### src/rtl/meas_cmd_sched_if.sv
// Command/readback, equivalent-sampling and frequency-meter signals of the command scheduler.
// master: command source and measurement engines; slave: meas_cmd_sched.
interface meas_cmd_sched_if;
    logic [31:0] cmd_in;
    logic        cmd_valid;
    logic [31:0] es_cmd;
    logic        es_cmd_valid;
    logic [31:0] es_data;
    logic        fm_clear;
    logic        fm_gate;
    logic        fm_done;
    logic [31:0] fx_data;
    logic [31:0] fs_data;
    logic [31:0] duty_data;
    logic [31:0] rsp_data;
    logic        busy;

    modport master (
        output cmd_in, cmd_valid, es_data, fm_done, fx_data, fs_data, duty_data,
        input  es_cmd, es_cmd_valid, fm_clear, fm_gate, rsp_data, busy
    );

    modport slave (
        input  cmd_in, cmd_valid, es_data, fm_done, fx_data, fs_data, duty_data,
        output es_cmd, es_cmd_valid, fm_clear, fm_gate, rsp_data, busy
    );
endinterface

### src/rtl/meas_cmd_sched.sv
// Decodes SPI commands, forwards sampling opcodes, sequences the frequency meter
// (clear, gate, wait with timeout) and registers the selected readback word.
module meas_cmd_sched #(
    parameter int unsigned GATE_UNIT_CYC = 50000,
    parameter int unsigned CLR_CYC       = 4,
    parameter int unsigned TIMEOUT_CYC   = 5000000
) (
    input logic             clk,
    input logic             rest,
    meas_cmd_sched_if.slave bus
);

    localparam logic [2:0] StIdle = 3'd0;
    localparam logic [2:0] StClr  = 3'd1;
    localparam logic [2:0] StGate = 3'd2;
    localparam logic [2:0] StWait = 3'd3;
    localparam logic [2:0] StDone = 3'd4;

    localparam logic [2:0] SelStatus = 3'd0;
    localparam logic [2:0] SelEs     = 3'd1;
    localparam logic [2:0] SelFx     = 3'd2;
    localparam logic [2:0] SelFs     = 3'd3;
    localparam logic [2:0] SelDuty   = 3'd4;

    localparam logic [31:0] ClrLast  = 32'(CLR_CYC - 1);
    localparam logic [31:0] GateLast = 32'(GATE_UNIT_CYC - 1);
    localparam logic [31:0] TmoLast  = 32'(TIMEOUT_CYC - 1);

    logic [2:0]  state_q, state_d;
    logic [2:0]  rsp_sel_q, rsp_sel_d;
    logic [31:0] es_cmd_q, es_cmd_d;
    logic        es_cmd_valid_q, es_cmd_valid_d;
    logic        fm_clear_q, fm_clear_d;
    logic        fm_gate_q, fm_gate_d;
    logic [31:0] rsp_data_q, rsp_data_d;
    logic [31:0] cnt_q, cnt_d;
    logic [31:0] presc_q, presc_d;
    logic [23:0] unit_q, unit_d;
    logic [23:0] gate_n_q, gate_n_d;
    logic [31:0] fx_q, fx_d;
    logic [31:0] fs_q, fs_d;
    logic [31:0] duty_q, duty_d;
    logic [15:0] meas_cnt_q, meas_cnt_d;
    logic        done_flag_q, done_flag_d;
    logic        err_busy_q, err_busy_d;
    logic        err_illegal_q, err_illegal_d;
    logic        err_timeout_q, err_timeout_d;
    logic        busy;
    logic [3:0]  opcode;

    assign busy   = (state_q != StIdle);
    assign opcode = bus.cmd_in[31:28];

    always_comb begin
        state_d        = state_q;
        rsp_sel_d      = rsp_sel_q;
        es_cmd_d       = es_cmd_q;
        es_cmd_valid_d = 1'b0;
        fm_clear_d     = fm_clear_q;
        fm_gate_d      = fm_gate_q;
        cnt_d          = cnt_q;
        presc_d        = presc_q;
        unit_d         = unit_q;
        gate_n_d       = gate_n_q;
        fx_d           = fx_q;
        fs_d           = fs_q;
        duty_d         = duty_q;
        meas_cnt_d     = meas_cnt_q;
        done_flag_d    = done_flag_q;
        err_busy_d     = err_busy_q;
        err_illegal_d  = err_illegal_q;
        err_timeout_d  = err_timeout_q;

        case (state_q)
            StClr: begin
                if (cnt_q == ClrLast) begin
                    state_d    = StGate;
                    fm_clear_d = 1'b0;
                    fm_gate_d  = 1'b1;
                    presc_d    = '0;
                    unit_d     = '0;
                end else begin
                    cnt_d = cnt_q + 32'd1;
                end
            end
            StGate: begin
                // Prescaler counts cycles within a unit; unit counter counts whole units.
                if (presc_q == GateLast) begin
                    presc_d = '0;
                    if (unit_q == gate_n_q - 24'd1) begin
                        state_d   = StWait;
                        fm_gate_d = 1'b0;
                        cnt_d     = '0;
                    end else begin
                        unit_d = unit_q + 24'd1;
                    end
                end else begin
                    presc_d = presc_q + 32'd1;
                end
            end
            StWait: begin
                // fm_done beats a timeout expiring in the same cycle.
                if (bus.fm_done) begin
                    state_d     = StDone;
                    fx_d        = bus.fx_data;
                    fs_d        = bus.fs_data;
                    duty_d      = bus.duty_data;
                    done_flag_d = 1'b1;
                    meas_cnt_d  = meas_cnt_q + 16'd1;
                end else if (cnt_q == TmoLast) begin
                    state_d       = StDone;
                    err_timeout_d = 1'b1;
                end else begin
                    cnt_d = cnt_q + 32'd1;
                end
            end
            default: ;
        endcase

        if (bus.cmd_valid) begin
            case (opcode)
                4'h1, 4'h2, 4'h3: begin
                    es_cmd_d       = bus.cmd_in;
                    es_cmd_valid_d = 1'b1;
                    rsp_sel_d      = SelEs;
                end
                4'h4: begin
                    if (state_q == StIdle || state_q == StDone) begin
                        state_d     = StClr;
                        fm_clear_d  = 1'b1;
                        fm_gate_d   = 1'b0;
                        cnt_d       = '0;
                        gate_n_d    = (bus.cmd_in[23:0] == 24'd0) ? 24'd1 : bus.cmd_in[23:0];
                        done_flag_d = 1'b0;
                    end else begin
                        err_busy_d = 1'b1;
                    end
                end
                4'h5: rsp_sel_d = SelFx;
                4'h6: rsp_sel_d = SelFs;
                4'h7: rsp_sel_d = SelDuty;
                4'h0: rsp_sel_d = SelStatus;
                4'h8: begin
                    state_d    = StIdle;
                    fm_gate_d  = 1'b0;
                    fm_clear_d = 1'b0;
                end
                4'h9: begin
                    err_busy_d    = 1'b0;
                    err_illegal_d = 1'b0;
                    err_timeout_d = 1'b0;
                end
                default: err_illegal_d = 1'b1;
            endcase
        end

        case (rsp_sel_q)
            SelEs:   rsp_data_d = bus.es_data;
            SelFx:   rsp_data_d = fx_q;
            SelFs:   rsp_data_d = fs_q;
            SelDuty: rsp_data_d = duty_q;
            default: rsp_data_d = {state_q, busy, done_flag_q, err_busy_q, err_illegal_q,
                                   err_timeout_q, 8'd0, meas_cnt_q};
        endcase
    end

    always_ff @(posedge clk or negedge rest) begin
        if (!rest) begin
            state_q        <= StIdle;
            rsp_sel_q      <= SelStatus;
            es_cmd_q       <= '0;
            es_cmd_valid_q <= 1'b0;
            fm_clear_q     <= 1'b0;
            fm_gate_q      <= 1'b0;
            rsp_data_q     <= '0;
            cnt_q          <= '0;
            presc_q        <= '0;
            unit_q         <= '0;
            gate_n_q       <= '0;
            fx_q           <= '0;
            fs_q           <= '0;
            duty_q         <= '0;
            meas_cnt_q     <= '0;
            done_flag_q    <= 1'b0;
            err_busy_q     <= 1'b0;
            err_illegal_q  <= 1'b0;
            err_timeout_q  <= 1'b0;
        end else begin
            state_q        <= state_d;
            rsp_sel_q      <= rsp_sel_d;
            es_cmd_q       <= es_cmd_d;
            es_cmd_valid_q <= es_cmd_valid_d;
            fm_clear_q     <= fm_clear_d;
            fm_gate_q      <= fm_gate_d;
            rsp_data_q     <= rsp_data_d;
            cnt_q          <= cnt_d;
            presc_q        <= presc_d;
            unit_q         <= unit_d;
            gate_n_q       <= gate_n_d;
            fx_q           <= fx_d;
            fs_q           <= fs_d;
            duty_q         <= duty_d;
            meas_cnt_q     <= meas_cnt_d;
            done_flag_q    <= done_flag_d;
            err_busy_q     <= err_busy_d;
            err_illegal_q  <= err_illegal_d;
            err_timeout_q  <= err_timeout_d;
        end
    end

    assign bus.es_cmd       = es_cmd_q;
    assign bus.es_cmd_valid = es_cmd_valid_q;
    assign bus.fm_clear     = fm_clear_q;
    assign bus.fm_gate      = fm_gate_q;
    assign bus.rsp_data     = rsp_data_q;
    assign bus.busy         = busy;

endmodule

### src/flat_wrapper.sv
// flat-port wrapper written by rule: the top's interface ports become plain ports
module meas_cmd_sched_flat 
#(
    parameter int unsigned GATE_UNIT_CYC = 50000,
    parameter int unsigned CLR_CYC       = 4,
    parameter int unsigned TIMEOUT_CYC   = 5000000
)
  (clk, rest, bus_cmd_in, bus_cmd_valid, bus_es_data, bus_fm_done, bus_fx_data, bus_fs_data, bus_duty_data, bus_es_cmd, bus_es_cmd_valid, bus_fm_clear, bus_fm_gate, bus_rsp_data, bus_busy);
  meas_cmd_sched_if bus_i ();
  input logic clk;
  input logic rest;
  input wire logic [$bits(bus_i.cmd_in)-1:0] bus_cmd_in;
  input wire logic [$bits(bus_i.cmd_valid)-1:0] bus_cmd_valid;
  input wire logic [$bits(bus_i.es_data)-1:0] bus_es_data;
  input wire logic [$bits(bus_i.fm_done)-1:0] bus_fm_done;
  input wire logic [$bits(bus_i.fx_data)-1:0] bus_fx_data;
  input wire logic [$bits(bus_i.fs_data)-1:0] bus_fs_data;
  input wire logic [$bits(bus_i.duty_data)-1:0] bus_duty_data;
  output wire logic [$bits(bus_i.es_cmd)-1:0] bus_es_cmd;
  output wire logic [$bits(bus_i.es_cmd_valid)-1:0] bus_es_cmd_valid;
  output wire logic [$bits(bus_i.fm_clear)-1:0] bus_fm_clear;
  output wire logic [$bits(bus_i.fm_gate)-1:0] bus_fm_gate;
  output wire logic [$bits(bus_i.rsp_data)-1:0] bus_rsp_data;
  output wire logic [$bits(bus_i.busy)-1:0] bus_busy;
  assign bus_i.cmd_in = bus_cmd_in;
  assign bus_i.cmd_valid = bus_cmd_valid;
  assign bus_i.es_data = bus_es_data;
  assign bus_i.fm_done = bus_fm_done;
  assign bus_i.fx_data = bus_fx_data;
  assign bus_i.fs_data = bus_fs_data;
  assign bus_i.duty_data = bus_duty_data;
  assign bus_es_cmd = bus_i.es_cmd;
  assign bus_es_cmd_valid = bus_i.es_cmd_valid;
  assign bus_fm_clear = bus_i.fm_clear;
  assign bus_fm_gate = bus_i.fm_gate;
  assign bus_rsp_data = bus_i.rsp_data;
  assign bus_busy = bus_i.busy;
  meas_cmd_sched #(.GATE_UNIT_CYC(GATE_UNIT_CYC), .CLR_CYC(CLR_CYC), .TIMEOUT_CYC(TIMEOUT_CYC)) u_core (.clk(clk), .rest(rest), .bus(bus_i));
endmodule
### config.mk
export PLATFORM = sky130hd
export DESIGN_NAME = meas_cmd_sched_flat
export DESIGN_NICKNAME = d
export VERILOG_FILES = /design/src/rtl/meas_cmd_sched_if.sv /design/src/rtl/meas_cmd_sched.sv /design/src/flat_wrapper.sv
export SDC_FILE = /design/constraint.sdc
export NUM_CORES = 1
export LEC_CHECK = 0
export ABC_AREA = 1
export CAP_MARGIN = 25
export CORE_UTILIZATION = 55
export DETAILED_ROUTE_END_ITERATION = 7
export GPL_ROUTABILITY_DRIVEN = 1
export PLACE_DENSITY_LB_ADDON = 0.25
export SETUP_SLACK_MARGIN = 0.4
export SYNTH_ARGS = -nofsm -noshare
export SYNTH_HDL_FRONTEND = slang
export SYNTH_SLANG_ARGS = --single-unit
### constraint.sdc
create_clock -name clk -period 2.7 [get_ports clk]
set_input_delay 0.27 -clock clk [delete_from_list [all_inputs] [get_ports clk]]
set_output_delay 0.27 -clock clk [all_outputs]
set_load 0.05 [all_outputs]
==> impl_metrics.toml, run 1 <==
[die]
die_y_microns = 171.7
ios = 232
die_x_microns = 171.7
die_area_sq_um = 29490
rows = 61
core_sq_um = 28090
initial_core_util = 0.5640

[synth]
synth-edff-count = 0
synth_common_cells = "nand2_1, dfrtp_1, inv_1"
synth_most_common_cell = "nand2_1"
synthArstFlopShare = 1.000
avgSynthCellArea_sq_um = 7.769
ys_ff_latch = 301
yosysSeqAreaShare = 0.4755
yosysTopAreaCell = "dfrtp_1"
netlist_instances = 2039
synth_top_area_frac = 0.4755
ys_top_cells_by_area = "dfrtp_1, nand2_1, inv_1"
syn_nets = 2208
syn_area_sq_um = 15840
yosysUniqueCellTypes = 49
ys.flop_type = "dfrtp_1"
yosys_warnings = 0

[placement]
place_area_sq_um = 18690
hpwlAfterDp_microns = 33030
routabilityCongestion = 0.9206
io_buffer_count = 231

[cells_and_area]
synthToLayoutAreaGrowth_pct = 31.85
final_util = 0.7436
fillCellCount = 2132
postLayoutCellArea_sq_um = 20890
final_nets = 2476
drive_gt1_frac = 0.1254

[worst_setup_path]
start_kind = "flip-flop"
critPathKind = "reg2reg"
required_ps = 3150
arrival_ps = 2850
cp_max_fo = 6
r2r.worst_path.cells = 14
worst_setup_path_end_kind = "flip-flop"

[worst_hold_path]
hold_class = "in2reg"
min_path_cells = 3

[timing]
fin_crit_sh = 0.8887
max_freq_mhz = 416.8
final-hold-violation-count = 0
slew_headroom = 0.4947
setup_viol = 0
fin_crit_ps = 2399
fin_skew_ps = 14.36
worst_slew_pin_slew_ps = 758.0
rsz0062_at_grt = "yes"
tns_ps = 0
drv_slew = 0

[clocking]
cts.sinks = 301
cts_tree = "yes"
cts_root_buffer = "clkbuf_16"
clkTransAtPathRegs_ps = 60
cts.path.max_buffers = 3
cts-buffers-inserted = 34
cts_htree_levels = 2
clock_latency_ps = 510

[drt]
antenna_left = 0
wl_per_cell_microns = 18.00
drtIter0Drc = 1354
drt_pre_antenna_iters = 6
vias_per_cell = 5.684
dr_total_vias = 15430
wirelength_microns = 48850
route.detailed.drc = 0

[global_route]
grt_util_all_layers = 0.3222
gr-total-overflow = 0
grt_pass1_wl_microns = 74570
grt_max_degree = 86
antenna_found_initial = 7
first_global_vias = 14700

[power_and_ir_drop]
irDropWorstVdd_mv = 0.6963
p_per_area_nw_per_um2 = 902.5
p_leak_nw = 9.520

[job]
cap_violations = 0

[outcome]
status = "finished clean"
## metrics by stage
| step | power, mW | setup WS (ps) | std cells | hold WS, ps |
|---|---|---|---|---|
| after detailed placement | 12.92 | -22.46 | 2602 | 275.9 |
| final | 18.85 | 300.6 | 2714 | 297.5 |
| after global placement | 12.76 | 20.49 | 2602 | 278.8 |
| after global routing | 19.82 | 183.6 | 2713 | 295.4 |
| after CTS | 18.18 | 363.6 | 2680 | 291.0 |
| after floorplan | 10.69 | 422.4 | 2039 | -25.59 |
## report_power, final
part	switching, mW	total [mW]	internal, mW
Clock	1.87	4.82	2.96
Combinational	4.67	7.36	2.68
Sequential	0.847	6.67	5.82
Total	7.39	18.9	11.5
## layer usage
layer	wire length, microns	track usage
met4	1832	0.1273
met3	3426	0.05085
met5	13	0
met1	19390	0.4074
met2	24180	0.5520
## registers in the layout (all words and copies together), names as in the netlist, 3 cells and up
signal,cells
u_core.fs_q,32
u_core.state_q,3
u_core.presc_q,32
u_core.gate_n_q,24
u_core.meas_cnt_q,16
u_core.fx_q,32
u_core.rsp_sel_q,3
u_core.duty_q,32
u_core.cnt_q,32
u_core.unit_q,24
u_core.bus.es_cmd,32
u_core.bus.rsp_data,32
## final cells by class
class,instances,area [sq um],share of cell area
tap,378,473.0,0.02264
antenna,7,17.52,0.0008387
sequential,301,7542,0.3611
timing repair buffer,311,3162,0.1514
clock buffer,43,945.9,0.04529
clock inverter,15,210.2,0.01006
inverter,240,913.4,0.04373
multi-input combinational,1419,7622,0.3649
## kinds of logic after synthesis
group / after synthesis / synth area share
XOR/XNOR: 73 / 0.04083
buffers and inverters: 324 / 0.08009
adder cells (fa/ha/maj): 5 / 0.003949
AND/OR/NAND/NOR: 1030 / 0.2873
flip-flops: 301 / 0.4755
AO/OA/AOI/OAI: 306 / 0.1123
## cell usage in the layout (no fill, tap or decap), drive strengths merged, types with 6 or more instances in the layout
master         count
a31oi             10
nand3b            11
inv              238
o22ai             46
clkinv            11
dfrtp            301
a21oi             60
nand4             70
a221oi            24
a221o              8
xnor2             26
diode              7
nand3            100
nand2            600
nor4              27
or2                6
xor2              47
buf               79
clkdlybuf4s50    229
nor2             156
clkbuf            44
nor3              58
o21ai            146
## worst paths after layout
kind | slack (ps) | start | to
max | 300 | u_core.gate_n_q[3] | u_core.unit_q[3]
min | 300 | bus_fx_data[21] | u_core.fx_q[21]
max reg2reg | 300 | u_core.gate_n_q[3] | u_core.unit_q[3]
min reg2reg | 470 | u_core.bus.es_cmd[6] | u_core.bus.es_cmd[6]
max in group asynchronous | 1500 | rest | u_core.gate_n_q[14]
min in group asynchronous | 320 | rest | u_core.duty_q[12]
## what timing repair did
item	in CTS	in global routing
hold buffers	1	0
setup buffers	16	23
endpoints found under the setup margin	73	87
pin swaps	7	29
endpoints found under the hold margin	69	0
gates resized for setup	54	95
gates cloned	3	4
## critical path: stages (launching register included)
cell,delay [ps]
dfrtp_2,430
nor2_4,140
nand2_2,80
nor2_4,180
buf_12,150
nand2_2,90
o21ai_2,160
nand2_1,70
inv_1,60
nand4_1,160
nor2_4,240
nand3_4,170
nand3_2,240
nand2_1,100
nand2_1,70
No activity file was read; power rests on OpenSTA's default activity.
==> run 2, diff against run 1 <==
--- a/config.mk
+++ b/config.mk
@@ -7,11 +7,13 @@
 export LEC_CHECK = 0
 export ABC_AREA = 1
 export CAP_MARGIN = 25
+export CORE_ASPECT_RATIO = 0.7
 export CORE_UTILIZATION = 55
 export DETAILED_ROUTE_END_ITERATION = 7
 export GPL_ROUTABILITY_DRIVEN = 1
 export PLACE_DENSITY_LB_ADDON = 0.25
 export SETUP_SLACK_MARGIN = 0.4
+export SKIP_LAST_GASP = 1
 export SYNTH_ARGS = -nofsm -noshare
 export SYNTH_HDL_FRONTEND = slang
 export SYNTH_SLANG_ARGS = --single-unit
==> impl_metrics.toml, run 2 (synthesis gave the netlist of run 1 again) <==
[clocking]
cts_root_buffer = "clkbuf_16"
clkTransAtPathRegs_ps = 70
cts_htree_levels = 1
cts_tree = "yes"
cts.sinks = 301
cts.path.max_buffers = 3
cts-buffers-inserted = 29
clock_latency_ps = 570

[timing]
fin_crit_ps = 2450
slew_headroom = 0.4185
fin_skew_ps = 21.00
tns_ps = 0
worst_slew_pin_slew_ps = 871.2
fin_crit_sh = 0.9073
final-hold-violation-count = 0
drv_slew = 0
setup_viol = 0
max_freq_mhz = 408.2
fin_hold_ws_ps = 230.8
rsz0062_at_grt = "yes"

[die]
die_area_sq_um = 29500
ios = 232
initial_core_util = 0.5642
rows = 51
die_x_microns = 204.8
die_y_microns = 144.0
core_sq_um = 28080

[cells_and_area]
regArea_sq_um = 7537
synthToLayoutAreaGrowth_pct = 32.57
insertedDiodeCount = 0
layout_commonest_cell = "nand2_1"
final_util = 0.7480
fillCellCount = 2071
drive_gt1_frac = 0.1435
final_cell_mix = "nand2_1, dfrtp_1, clkdlybuf4s50_1"
postLayoutCellArea_sq_um = 21000
multi_input_comb_area_sq_um = 7644
final_nets = 2506

[worst_setup_path]
crit_path_top_delay_cell = "dfrtp_1"
reg2reg_to = "u_core.cnt_q[8]"
path_cells = "inv_2 > ha_4 > nand2_4 > buf_12 > nor2_4 > nand3_2 > nand2_2 > nand3_2 > nor2_2 > nand2_1 > nor2_2 > nand4_4 > buf_12 > buf_16 > nand3_1 > a21oi_1"
r2r-start = "u_core.gate_n_q[1]"
critPathKind = "reg2reg"
required_ps = 3150
rrSetupSlack_ps = 250
r2r.worst_path.cells = 16
crit_end = "u_core.cnt_q[8]"
worst_setup_path_end_kind = "flip-flop"
start_kind = "flip-flop"
cp-startpoint = "u_core.gate_n_q[1]"
slowest_delay_ps = 420
arrival_ps = 2900
cp_max_fo = 6

[job]
cap_violations = 0

[outcome]
status = "finished clean"

[global_route]
gr-total-overflow = 0
grt_max_degree = 163
grt_util_all_layers = 0.3444
first_global_vias = 14430
grt_pass1_wl_microns = 78950
antenna_found_initial = 1

[drt]
route.detailed.drc = 0
vias_per_cell = 5.707
dr_total_vias = 15560
antenna_left = 0
drtIter0Drc = 1793
wirelength_microns = 51610
wl_per_cell_microns = 18.93
drt_pre_antenna_iters = 7

[power_and_ir_drop]
p_leak_nw = 9.621
power_mw = 18.08
p_per_area_nw_per_um2 = 861.1
irDropWorstVdd_mv = 0.7178

[placement]
routabilityCongestion = 1.020
io_buffer_count = 231
hpwlAfterDp_microns = 35970
place_area_sq_um = 18900

[worst_hold_path]
hold_class = "in2async"
==> run 2: cell types whose count changed in the layout (fill, tap and decap cells not counted), sizes merged <==
cell / before / now
diode: 7 / 0
bufinv: 5 / 0
nand3: 100 / 96
clkinv: 11 / 8
bufbuf: 0 / 1
nand2: 600 / 599
buf: 79 / 117
nor2: 156 / 157
==> run 2: power by group <==
part | internal (mW) | leakage (nW) | switching (mW) | total (mW)
sequential | 5.82 | 3.80 | 0.826 | 6.64
combinational | 2.81 | 5.39 | 4.70 | 7.51
clock | 2.16 | 0.440 | 1.77 | 3.93
total | 10.8 | 9.62 | 7.30 | 18.1
==> run 2: what timing repair did <==
item                       4_1_cts  5_1_grt
cloned                           9        1
hold endpoints to repair        56        0
pin swaps                       36       35
hold buffers                     1        0
setup endpoints to repair       78       94
setup buffers                   19       22
gates resized for setup         97       86
==> run 2: worst min-delay path by stage <==
| stage | to | slack [ps] | from |
|---|---|---|---|
| 2_1_floorplan | u_core.bus.es_cmd[0] | -30 | rest |
| 3_3_place_gp | u_core.fs_q[11] | 230 | rest |
| 3_5_place_dp | u_core.duty_q[11] | 230 | rest |
| 4_1_cts | u_core.fx_q[23] | 220 | bus_fx_data[23] |
| 5_1_grt | u_core.fx_q[17] | 240 | bus_fx_data[17] |
| 6_report | u_core.duty_q[11] | 230 | rest |
==> run 2: through the flow <==
stage	std cells	setup WS, ps
2_1_floorplan	2039	422.4
3_3_place_gp	2625	204.9
3_5_place_dp	2625	201.6
4_1_cts	2704	290.2
5_1_grt	2727	140.5
6_report	2727	250.2
==> run 2: layout make-up <==
type | count | share of cell area
multi-input combinational | 1415 | 0.3640
sequential | 301 | 0.3589
timing repair buffer | 350 | 0.1691
inverter | 240 | 0.04337
clock buffer | 43 | 0.04039
tap | 371 | 0.02210
clock inverter | 7 | 0.002145
==> run 2: layer usage <==
metal / wire, microns / GRT usage
met4: 1419 / 0.1045
met5: 0 / 0
met2: 23380 / 0.5272
met1: 22560 / 0.4964
met3: 4254 / 0.06534
==> run 2: critical path: cells and delay by family (launching register included) <==
family | cells | cell delay, ps
compound gates | 1 | 70
flops | 1 | 420
fa+ha+maj | 1 | 160
buf+inv | 4 | 550
simple gates | 10 | 1100
==> run 3, diff against run 2 <==
--- a/config.mk
+++ b/config.mk
@@ -7,8 +7,10 @@
 export LEC_CHECK = 0
 export ABC_AREA = 1
 export CAP_MARGIN = 25
+export CELL_PAD_IN_SITES_DETAIL_PLACEMENT = 2
+export CELL_PAD_IN_SITES_GLOBAL_PLACEMENT = 2
 export CORE_ASPECT_RATIO = 0.7
-export CORE_UTILIZATION = 55
+export CORE_UTILIZATION = 32
 export DETAILED_ROUTE_END_ITERATION = 7
 export GPL_ROUTABILITY_DRIVEN = 1
 export PLACE_DENSITY_LB_ADDON = 0.25
==> impl_metrics.toml, run 3 (synthesis gave the netlist of run 1 again) <==
[worst_hold_path]
min_to = "u_core.fx_q[5]"
hold_class = "in2reg"
min_path_cells = 3
min-delay-start = "bus_fx_data[5]"

[drt]
route.met2.wl_microns = 38950
top_layer = "met4"
vias_per_cell = 5.502
drt_pre_antenna_iters = 5
dr_total_vias = 16790
met1_length_microns = 33580
met3WireLength_microns = 4163
route.detailed.drc = 0
wl_per_cell_microns = 26.01
antenna_left = 0
drtIter0Drc = 1162
wirelength_microns = 79370

[cells_and_area]
drive_gt1_frac = 0.1898
layout_commonest_cell = "nand2_1"
fillCellCount = 5252
final_util = 0.4618
final_cells = 3052
final_nets = 2537
final_cell_mix = "nand2_1, dfrtp_1, clkdlybuf4s50_1"
synthToLayoutAreaGrowth_pct = 41.02

[global_route]
first_global_vias = 18320
grt_max_degree = 163
gr-total-overflow = 0
grt_pass1_wl_microns = 110300
grt_util_all_layers = 0.2842
antenna_found_initial = 5

[timing]
layout_setup_ws_ps = -181.5
setup_viol = 52
fin_hold_ws_ps = 245.1
fin_crit_ps = 2882
drv_slew = 0
worst_slew_pin_slew_ps = 692.4
slew_headroom = 0.5341
max_freq_mhz = 347.0
fin_crit_sh = 1.067
final-hold-violation-count = 0
fin_skew_ps = 18.22
rsz0062_at_grt = "yes"

[worst_setup_path]
crit_top_cell = "nand2_1"
cp_max_fo = 7
arrival_ps = 3320
required_ps = 3140
cpLargestDelayFamily = "simple AND/OR/NAND/NOR gates"
rrSetupSlack_ps = -180
path_cells = "inv_2 > ha_4 > nand2_8 > buf_6 > nor2_4 > nand2_1 > nor4_1 > nor3_2 > nand2_1 > nor2_4 > nand3_4 > buf_6 > nand3_4 > nand2_1 > nand2_1"
critPathKind = "reg2reg"
crit_path_top_delay_cell = "nor4_1"
slowest_delay_ps = 460
reg2reg_to = "u_core.unit_q[18]"
start_kind = "flip-flop"
r2r-start = "u_core.gate_n_q[0]"
r2r.worst_path.cells = 15
worst_setup_path_end_kind = "flip-flop"
cp_num_buf_inv = 3

[clocking]
cts_htree_levels = 2
cts.path.max_buffers = 3
cts_tree = "yes"
clkTransAtPathRegs_ps = 70
clock_latency_ps = 570
cts-buffers-inserted = 36
cts_root_buffer = "clkbuf_16"
cts.sinks = 301

[die]
die_y_microns = 188.2
die_x_microns = 267.9
initial_core_util = 0.3275
die_area_sq_um = 50410
rows = 67
ios = 232
core_sq_um = 48370

[placement]
dp_cells = 2906
hpwlAfterDp_microns = 47450
io_buffer_count = 231
routabilityCongestion = 0.8825

[outcome]
status = "finished, violations left"
violations = "negative setup slack"

[job]
cap_violations = 0

[power_and_ir_drop]
p_per_area_nw_per_um2 = 935.0
p_leak_nw = 9.989
irDropWorstVdd_mv = 0.4857
## run 3: per-layer routing
metal,global-route usage,vias up
met5,0,-
li1,-,7364
met1,0.3823,8732
met4,0.08132,0
met3,0.03874,190
met2,0.4745,506
## run 3: how the worst max path moves through the flow
stage | from | end | slack, ps | cells past startpoint
after CTS | u_core.gate_n_q[2] | u_core.cnt_q[1] | 160 | 16
after floorplan | u_core.gate_n_q[0] | u_core.bus.fm_gate | 420 | 17
after global placement | u_core.gate_n_q[0] | u_core.cnt_q[21] | 150 | 16
after global routing | u_core.gate_n_q[1] | u_core.unit_q[18] | -230 | 15
after detailed placement | u_core.gate_n_q[0] | u_core.cnt_q[14] | -30 | 16
final | u_core.gate_n_q[0] | u_core.unit_q[18] | -180 | 15
## run 3: area by class of cell
cell class	count	area [sq um]	area share
Clock buffer	48	1006	0.04503
Multi-Input combinational cell	1417	8115	0.3633
Inverter	240	924.6	0.04139
Sequential cell	301	7551	0.3380
Tap cell	655	819.5	0.03669
Antenna cell	5	12.51	0.0005601
Clock inverter	14	178.9	0.008009
Timing Repair Buffer	372	3731	0.1670
## run 3: timing repair
item,CTS,global route
resized for setup,164,129
hold endpoints to repair,60,0
pin swaps,38,37
gates cloned,8,2
setup buffers,31,37
endpoints found under the setup margin,88,96
hold buffers,1,0
## run 3: report_power, final
group          total (mW)  internal [mW]  switching (mW)
Clock                5.17           2.93            2.24
Sequential           6.85           5.83            1.02
Combinational        8.86           3.06            5.80
Total                20.9           11.8            9.07
## run 3: per-stage QoR
stage | TNS (ps) | area (sq um) | total power, mW | worst slack [ps]
2_1_floorplan | 0 | 15840 | 10.69 | 422.4
3_3_place_gp | 0 | 19270 | 13.06 | 153.0
3_5_place_dp | -73.25 | 19270 | 13.48 | -31.00
4_1_cts | 0 | 21550 | 19.68 | 157.1
5_1_grt | -6660 | 22340 | 21.76 | -227.8
6_report | -3751 | 22340 | 20.89 | -181.5
## run 3: worst register-to-register path, delay by kind of cell (launching register included)
kind,cells,cell delay [ps]
AND/OR/NAND/NOR,11,1760
flip-flops,1,400
buffers and inverters,3,380
adder cells (fa/ha/maj),1,220
